<file path="src/rtl/bp_cce_pkg.sv">
// Shared CCE definitions: the coherence-state encoding used by the directory
// read-out stage and the flag generator, plus the directory-entry layout.
`ifndef BP_CCE_PKG_SV
`define BP_CCE_PKG_SV

// Directory entry {tag, coh}. Tag width is a per-instance parameter, so the
// layout is a macro that each user expands into a local typedef.
`define BP_CCE_DIR_ENTRY_S(tag_w) \
  struct packed { logic [(tag_w)-1:0] tag; bp_cce_pkg::bp_coh_states_e coh; }

package bp_cce_pkg;

  localparam int bp_cce_coh_bits = 3;

  // Bit positions inside a coherence state.
  localparam int coh_shared_bit = 0;
  localparam int coh_owned_bit  = 1;
  localparam int coh_dirty_bit  = 2;

  // Invalid must stay all-zero: the row compare treats zero as "no copy".
  typedef enum logic [bp_cce_coh_bits-1:0] {
    e_COH_I = 3'b000,
    e_COH_S = 3'b001,
    e_COH_E = 3'b010,
    e_COH_F = 3'b011,
    e_COH_M = 3'b110,
    e_COH_O = 3'b111
  } bp_coh_states_e;

  // ceil(log2(n)), but never narrower than one bit.
  function automatic int safe_clog2(input int n);
    return (n <= 1) ? 1 : $clog2(n);
  endfunction

endpackage

`endif

</file>
<file path="src/rtl/bp_cce_dir_row_cmp.sv">
// Combinational compare of one directory row against a request tag. Reports
// whether any valid way holds the tag, and the lowest such way and its state.
module bp_cce_dir_row_cmp
  import bp_cce_pkg::*;
#(
  parameter  int lce_assoc_p     = 8,
  parameter  int tag_width_p     = 8,
  localparam int lg_lce_assoc_lp = safe_clog2(lce_assoc_p),
  localparam int entry_width_lp  = tag_width_p + bp_cce_coh_bits
) (
  input  logic [lce_assoc_p*entry_width_lp-1:0] row_i,
  input  logic [tag_width_p-1:0]                tag_i,
  output logic                                  hit_o,
  output logic [lg_lce_assoc_lp-1:0]            way_o,
  output logic [bp_cce_coh_bits-1:0]            coh_o
);

  typedef `BP_CCE_DIR_ENTRY_S(tag_width_p) dir_entry_s;

  dir_entry_s [lce_assoc_p-1:0] entries;
  logic       [lce_assoc_p-1:0] match;

  assign entries = row_i;

  // Per-way match: same tag and a copy that is not invalid.
  always_comb begin
    for (int w = 0; w < lce_assoc_p; w++) begin
      match[w] = (entries[w].tag == tag_i) && (entries[w].coh != e_COH_I);
    end
  end

  // Lowest-index priority encode: scan downward so the lowest match is written last.
  always_comb begin
    // NOTE: every output gets a default before the loop, otherwise a row with
    // no match would leave way_o/coh_o unassigned and infer latches.
    hit_o = |match;
    way_o = '0;
    coh_o = '0;
    for (int w = lce_assoc_p - 1; w >= 0; w--) begin
      if (match[w]) begin
        way_o = lg_lce_assoc_lp'(w);
        coh_o = entries[w].coh;
      end
    end
  end

endmodule

</file>
<file path="src/rtl/bp_cce_dir_rd.sv">
// Directory read-out stage: walks one LCE row per cycle for a way-group,
// compares each row against the request tag and builds per-LCE hit, way and
// state vectors, held valid until consumed by a new read or invalidated.
module bp_cce_dir_rd
  import bp_cce_pkg::*;
#(
  parameter  int num_lce_p            = 4,
  parameter  int lce_assoc_p          = 8,
  parameter  int tag_width_p          = 8,
  parameter  int num_way_groups_p     = 4,
  localparam int lg_num_lce_lp        = safe_clog2(num_lce_p),
  localparam int lg_lce_assoc_lp      = safe_clog2(lce_assoc_p),
  localparam int lg_num_way_groups_lp = safe_clog2(num_way_groups_p),
  localparam int entry_width_lp       = tag_width_p + bp_cce_coh_bits
) (
  input  logic                                          clk_i,
  input  logic                                          reset_i,
  input  logic                                          rd_v_i,
  output logic                                          rd_ready_o,
  input  logic [lg_num_way_groups_lp-1:0]               way_group_i,
  input  logic [tag_width_p-1:0]                        tag_i,
  input  logic                                          inv_i,
  output logic                                          ram_v_o,
  output logic [lg_num_way_groups_lp+lg_num_lce_lp-1:0] ram_addr_o,
  input  logic [lce_assoc_p*entry_width_lp-1:0]         ram_data_i,
  output logic                                          sharers_v_o,
  output logic [num_lce_p-1:0]                          sharers_hits_o,
  output logic [num_lce_p*lg_lce_assoc_lp-1:0]          sharers_ways_o,
  output logic [num_lce_p*bp_cce_coh_bits-1:0]          sharers_coh_states_o
);

  typedef enum logic [1:0] {IDLE, READ, DONE} state_e;

  localparam logic [lg_num_lce_lp-1:0] last_lce_lp = lg_num_lce_lp'(num_lce_p - 1);

  state_e                              state_r;
  logic [lg_num_way_groups_lp-1:0]     wg_r;
  logic [tag_width_p-1:0]              tag_r;
  logic                                ram_v_r;
  logic [lg_num_lce_lp-1:0]            ram_lce_r;   // issue counter
  logic                                resp_v_r;
  logic [lg_num_lce_lp-1:0]            resp_lce_r;  // LCE index of the row on ram_data_i
  logic                                sharers_v_r;
  logic [num_lce_p-1:0]                hits_r;
  logic [num_lce_p*lg_lce_assoc_lp-1:0] ways_r;
  logic [num_lce_p*bp_cce_coh_bits-1:0] coh_r;

  logic                                row_hit;
  logic [lg_lce_assoc_lp-1:0]          row_way;
  logic [bp_cce_coh_bits-1:0]          row_coh;

  bp_cce_dir_row_cmp #(
    .lce_assoc_p (lce_assoc_p),
    .tag_width_p (tag_width_p)
  ) row_cmp (
    .row_i (ram_data_i),
    .tag_i (tag_r),
    .hit_o (row_hit),
    .way_o (row_way),
    .coh_o (row_coh)
  );

  assign rd_ready_o           = (state_r != READ);
  assign ram_v_o              = ram_v_r;
  assign ram_addr_o           = {wg_r, ram_lce_r};
  assign sharers_v_o          = sharers_v_r;
  assign sharers_hits_o       = hits_r;
  assign sharers_ways_o       = ways_r;
  assign sharers_coh_states_o = coh_r;

  // Command FSM, row issue counter, response pipe and result registers.
  always_ff @(posedge clk_i or posedge reset_i) begin
    // NOTE: the result vectors are ordinary flops, not a memory, so they are
    // cleared by reset along with the control state.
    if (reset_i) begin
      state_r     <= IDLE;
      wg_r        <= '0;
      tag_r       <= '0;
      ram_v_r     <= 1'b0;
      ram_lce_r   <= '0;
      resp_v_r    <= 1'b0;
      resp_lce_r  <= '0;
      sharers_v_r <= 1'b0;
      hits_r      <= '0;
      ways_r      <= '0;
      coh_r       <= '0;
    end else begin
      // NOTE: non-blocking throughout, so every read below sees the value
      // from the start of the cycle regardless of statement order.
      resp_v_r   <= ram_v_r;
      resp_lce_r <= ram_lce_r;
      case (state_r)
        IDLE, DONE: begin
          if (rd_v_i) begin
            wg_r        <= way_group_i;
            tag_r       <= tag_i;
            ram_v_r     <= 1'b1;
            ram_lce_r   <= '0;
            sharers_v_r <= 1'b0;
            hits_r      <= '0;
            ways_r      <= '0;
            coh_r       <= '0;
            state_r     <= READ;
          end else if ((state_r == DONE) && inv_i) begin
            sharers_v_r <= 1'b0;
            state_r     <= IDLE;
          end
        end
        READ: begin
          if (ram_v_r) begin
            if (ram_lce_r == last_lce_lp) ram_v_r <= 1'b0;
            else                          ram_lce_r <= ram_lce_r + 1'b1;
          end
          if (resp_v_r) begin
            hits_r[resp_lce_r]                                   <= row_hit;
            ways_r[resp_lce_r*lg_lce_assoc_lp +: lg_lce_assoc_lp] <= row_way;
            coh_r[resp_lce_r*bp_cce_coh_bits +: bp_cce_coh_bits]  <= row_coh;
            if (resp_lce_r == last_lce_lp) begin
              sharers_v_r <= 1'b1;
              state_r     <= DONE;
            end
          end
        end
        default: state_r <= IDLE;
      endcase
    end
  end

endmodule

</file>
<file path="config.mk">
export PLATFORM = sky130hd
export DESIGN_NAME = bp_cce_dir_rd
export DESIGN_NICKNAME = d
export VERILOG_FILES = /design/src/rtl/bp_cce_pkg.sv /design/src/rtl/bp_cce_dir_row_cmp.sv /design/src/rtl/bp_cce_dir_rd.sv
export SDC_FILE = /design/constraint.sdc
export NUM_CORES = 1
export LEC_CHECK = 0
export CAP_MARGIN = 10
export CORE_ASPECT_RATIO = 0.7
export CORE_MARGIN = 1.5
export CORE_UTILIZATION = 46
export DETAILED_ROUTE_END_ITERATION = 8
export MAX_ROUTING_LAYER = met4
export PLACE_DENSITY = 0.86
export RECOVER_POWER = 50
export SYNTH_ARGS = -nofsm -noshare
export SYNTH_HDL_FRONTEND = slang
export SYNTH_SLANG_ARGS = --single-unit
</file>
<file path="constraint.sdc">
create_clock -name clk_i -period 5.3 [get_ports clk_i]
set_input_delay 0.53 -clock clk_i [delete_from_list [all_inputs] [get_ports clk_i]]
set_output_delay 0.53 -clock clk_i [all_outputs]
set_load 0.1 [all_outputs]
</file>
==> results.tsv, run 1 <==
metric	value	unit
grt_setup_unrepaired	no	
clk_pin_slew_worst_paths	0.08	ns
p_leak	1.881	nW
layout_commonest_cell	clkdlybuf4s50_1	
min_period_over_period	0.5613	
peakVddDrop	0.7867	mV
drive_gt1_frac	0.07965	
routed_wirelength	10.01	mm
critPathMaxStageDelay	1.74	ns
grt_max_degree	48	
ys_warn_count	0	
finClkSkew	0.008441	ns
p_per_area	406.2	mW/mm²
dr.first_iter.drc_count	178	
insertion_delay	0.30	ns
dr.pass1.iters	5	
finalSetupViolCount	0	
core_area	0.006725	mm²
wl_per_cell	18.34	µm
final.min_clock_period	2.975	ns
port_buffers	136	
status	finished, violations left	
clock_path_buffers	2	
cts_hold_buf	0	
numCtsBuffers	5	
hold_viol	0	
netlist_area	0.003186	mm²
antenna_left	0	
grt_pass1_vias	3050	
synthFlopType	dfrtp_1	
drc	0	
dieArea	0.007442	mm²
synth_seq_area_share	0.3692	
maxCapViolCount	1	
place_hpwl	8.270	mm
tightest_slew	2.457	ns
antenna_found_initial	0	
place_congestion	1.099	
cp-start-kind	input pin	
areaGrowthSynthToFinish	46.39	%
die_w	102.5	µm
slew_violations	48	
slew_headroom	-0.6380	
start_util	0.4737	
ios	137	
top_layer	met4	
synth.avg_cell_area	10.08	µm²
synthesis.nets	423	
cts.htree.levels	2	
critPathRequiredTime	5.20	ns
dr_wl_met3	909	µm
final_cell_mix	134 x clkdlybuf4s50_1, 47 x dfrtp_1, 34 x xor2_1	
tns	0	ns
syn_inst	316	
grt_first_pass_wirelength	15.81	mm
crit_slowest_cell	clkbuf_1	
wl_met2	4.306	mm
fillers	504	
cp-end-kind	async pin	
seq_area	0.001176	mm²
grt_usage	0.2912	
cp.buffers_inverters	3	
crit_arrival	2.87	ns
dp.cells	538	
ys_async_sr_fraction	1.000	
critPathKind	input pin to async pin	
wl_met1	4.573	mm
crit_chain	dlygate4sd3_1, clkinv_1, clkbuf_1	
hold_path.class	flip-flop to flip-flop	
synth_edf_count	0	
cts_tree	built	
row_count	25	
cts-root-buf	clkbuf_8	
ys_types	50	
multiInputGateArea	0.001874	mm²
clock-sinks	47	
design.final.nets	558	
finalNonFillerCells	546	
fp.dieH	72.63	µm
vias	3025	
vias_per_cell	5.540	
critPathTopFamily	buffers and inverters	
violations	capacitance limit, slew limit	
cts_setup_buffers	0	
diodes	0	
cts_resized	0	
cp_max_fo	47	
ys_ff_latch	47	
grt_overflow	0	
fmax	336.1	MHz
[path summary, 6_finish.rpt]
check / endpoint / depth (start not counted) / from / slack, ns
max in group clk_i: rd_ready_o / 3 / state_r[0]$_DFFE_PP0P_ / 2.60
min in group asynchronous: tag_r[2]$_DFFE_PP0P_ / 3 / reset_i / 1.58
worst max register to register: sharers_coh_states_o[3]$_DFFE_PP0P_ / 6 / tag_r[7]$_DFFE_PP0P_ / 2.71
worst min register to register: resp_v_r$_DFF_PP0_ / 0 / ram_v_o$_DFFE_PP0P_ / 0.45
worst min-delay path: resp_v_r$_DFF_PP0_ / 0 / ram_v_o$_DFFE_PP0P_ / 0.45
worst max-delay path: sharers_hits_o[1]$_DFFE_PP0P_ / 3 / reset_i / 2.33
[cell type report]
cell class              count  area share
clock inverters             3    0.004293
flip-flops and latches     47      0.2522
clock buffers               5     0.01476
multi-input cells         249      0.4019
well taps                  94     0.02522
repair buffers            138      0.2935
inverters                  10    0.008049
[where the power goes]
group          internal, mW  total, mW  switching (mW)
logic                 0.427       1.04           0.616
registers             0.432      0.635           0.203
clock network        0.0919      0.216           0.124
[flip-flops by register name, indices dropped and copies added (netlist names)]
signal / cells
ram_lce_r: 2
sharers_v_o: 1
state_r: 2
ram_v_o: 1
sharers_ways_o: 12
resp_lce_r: 2
sharers_coh_states_o: 12
resp_v_r: 1
tag_r: 8
sharers_hits_o: 4
wg_r: 2
[through the flow]
stage	setup WS, ns	area (µm²)	utilization	hold slack [ns]	power, mW
2_1_floorplan	3.249	3186	-	0.5445	1.422
3_3_place_gp	2.430	4582	0.6813	0.4078	1.644
3_5_place_dp	2.448	4582	0.6813	0.4268	1.676
4_1_cts	2.588	4671	0.6945	0.4512	1.895
5_1_grt	1.786	4663	0.6934	0.4709	2.008
6_report	2.325	4663	0.6934	0.4533	1.894
[Yosys cell counts, drive strengths merged, types with 5 or more instances]
cell type / count / area, µm²
xnor2: 30 / 315.3
nand4: 12 / 75.07
nor3: 17 / 95.09
nand3: 5 / 30.03
o21ai: 16 / 80.08
nor4: 7 / 43.79
buf: 8 / 90.09
ha: 5 / 62.56
nor3b: 6 / 45.04
a22o: 15 / 131.4
mux2: 13 / 146.4
nor2: 17 / 63.81
xor2: 34 / 297.8
inv: 10 / 37.54
a21oi: 5 / 28.78
a31o: 6 / 52.55
dfrtp: 47 / 1176
nand2: 24 / 90.09
[metal layers]
layer	up-vias	global-route usage
met5	-	-
met4	0	0.07915
met3	24	0.06418
met2	151	0.4260
met1	1436	0.4097
li1	1414	-
[logic make-up (layout without fill, tap and decap cells)]
family	after synthesis	count (layout)	synth area share
buf+inv	20	156	0.04242
fa+ha+maj	5	5	0.01964
simple gates	107	107	0.1834
mux	13	13	0.04595
xor+xnor	64	64	0.1925
flops	47	47	0.3692
compound gates	60	60	0.1469
Note: power is estimated with default switching activity, not from simulation.
==> run 2: changes to the inputs <==
Settings changed: CORE_UTILIZATION 46 to 39, PLACE_DENSITY 0.86 to 0.78.
Clock period 5.3 ns to 2.5 ns, I/O delays scaled along.
==> results.tsv, run 2 (same netlist as run 1, synthesis figures left out) <==
metric	value	unit
vias	3013	
place_hpwl	8.461	mm
clk_pin_slew_worst_paths	0.07	ns
power.switching	2.062	mW
drc	0	
critPathKind	flip-flop to flip-flop	
start_util	0.4030	
final.min_clock_period	2.355	ns
r2r_slack	0.14	ns
grt_overflow	0	
place_congestion	0.9955	
antenna_left	0	
areaGrowthSynthToFinish	50.98	%
cp-start-kind	flip-flop	
fmax	424.6	MHz
grt_usage	0.2481	
wl_per_cell	17.74	µm
final_util	0.6084	
fillers	684	
hp-start	ram_v_o$_DFFE_PP0P_	
grt_setup_unrepaired	no	
fp.dieH	78.62	µm
min_period_over_period	0.9421	
grt_pass1_vias	3111	
grt_max_degree	22	
tns	0	ns
layout_commonest_cell	clkdlybuf4s50_1	
dieArea	0.008728	mm²
row_count	27	
critPathRequiredTime	2.68	ns
routed_wirelength	10.16	mm
crit_arrival	2.53	ns
hold_path.class	flip-flop to flip-flop	
fin_total_pwr	4.500	mW
worstReg2RegEnd	sharers_coh_states_o[2]$_DFFE_PP0P_	
insertion_delay	0.29	ns
design.final.nets	578	
power_frac_seq	0.270	
slew_headroom	0.2206	
reg2reg_depth	8	
pwr-share-comb	0.559	
cts_hold_buf	0	
peakVddDrop	1.383	mV
r2r-start	tag_r[3]$_DFFE_PP0P_	
dr.first_iter.drc_count	175	
min_to	resp_v_r$_DFF_PP0_	
power_frac_clock	0.171	
p_int	2.438	mW
cts.htree.levels	2	
tightest_slew	1.174	ns
netSwitchingFraction	0.4582	
cts-root-buf	clkbuf_16	
drive_gt1_frac	0.1716	
hold_viol	0	
p_leak	2.043	nW
cts_tree	built	
finalSetupViolCount	0	
diodes	0	
maxCapViolCount	0	
grt_first_pass_wirelength	16.34	mm
dr.pass1.iters	4	
vias_per_cell	5.258	
status	finished, final reports clean	
port_buffers	136	
finClkSkew	0.006576	ns
slew_violations	0	
p_per_area	935.6	mW/mm²
clock-sinks	47	
numCtsBuffers	5	
die_w	111.0	µm
cp-end-kind	flip-flop	
core_area	0.007905	mm²
hold_depth	0	
final_cell_mix	100 x clkdlybuf4s50_1, 44 x dfrtp_1, 39 x buf_4	
cp_max_fo	6	
ios	137	
clock_path_buffers	2	
antenna_found_initial	0	
run 2: cell types whose count changed in the layout (fill, tap and decap cells not counted), sizes merged:
cell           previous run  this run
buf                       0        42
clkdlybuf4s50           134       100
clkbuf                    7        20
clkinv                    2         0
inv                       9        11
bufinv                    0         1
clkinvlp                  2         1
dlygate4sd3               2         1
run 2: cell type report:
cell class / count / area (µm²) / area share
Multi-Input combinational cell: 249 / 1874 / 0.3897
Timing Repair Buffer: 158 / 1420 / 0.2953
Sequential cell: 47 / 1180 / 0.2453
Tap cell: 101 / 126.4 / 0.02627
Clock buffer: 5 / 125.1 / 0.02601
Clock inverter: 3 / 46.29 / 0.009625
Inverter: 10 / 37.54 / 0.007804
run 2: power by group through the flow:
stage | registers (mW) | clock network (mW) | logic, mW
2_1_floorplan | 1.47 | 0 | 1.54
3_3_place_gp | 1.22 | 0 | 2.46
3_5_place_dp | 1.23 | 0 | 2.51
4_1_cts | 1.21 | 0.782 | 2.52
5_1_grt | 1.25 | 0.826 | 2.69
6_report | 1.22 | 0.769 | 2.51
run 2: repair_timing:
action / CTS / global route
gates resized for setup: 0 / 3
buffers inserted: 0 / 1
endpoints found under the setup margin: 0 / 15
run 2: worst max-delay path by stage:
stage                                                end  slack, ns  cells past startpoint                  from
global placement           sharers_hits_o[2]$_DFFE_PP0P_       0.08                      9        ram_data_i[47]
global route         sharers_coh_states_o[8]$_DFFE_PP0P_      0.005                      8  tag_r[5]$_DFFE_PP0P_
finish               sharers_coh_states_o[2]$_DFFE_PP0P_       0.14                      8  tag_r[3]$_DFFE_PP0P_
floorplan           sharers_coh_states_o[11]$_DFFE_PP0P_       0.45                      8  tag_r[2]$_DFFE_PP0P_
detailed placement   sharers_coh_states_o[8]$_DFFE_PP0P_       0.04                      8        ram_data_i[38]
CTS                  sharers_coh_states_o[7]$_DFFE_PP0P_       0.08                      7  tag_r[6]$_DFFE_PP0P_
run 2: metal layers:
metal,track usage,share of wire
met1,0.3440,0.49
met2,0.3685,0.44
met3,0.05328,0.063
met5,-,0
met4,0.06962,0.014
run 2: metrics by stage:
stage	setup slack [ns]	hold slack [ns]	cells	area (µm²)
after floorplan	0.4488	0.4017	316	3186
after global placement	0.07798	0.4048	564	4683
after detailed placement	0.03749	0.4125	564	4683
after CTS	0.08330	0.2958	572	4855
after global routing	0.004604	0.4434	573	4810
final	0.1446	0.4228	573	4810
run 2: worst max-delay path: stages, from the launching register on:
cell,delay [ns]
dfrtp_1,0.43
buf_4,0.20
xnor2_1,0.28
nand3_2,0.10
or3_1,0.34
and3_4,0.19
a2111oi_4,0.35
a21oi_2,0.14
a22o_1,0.22
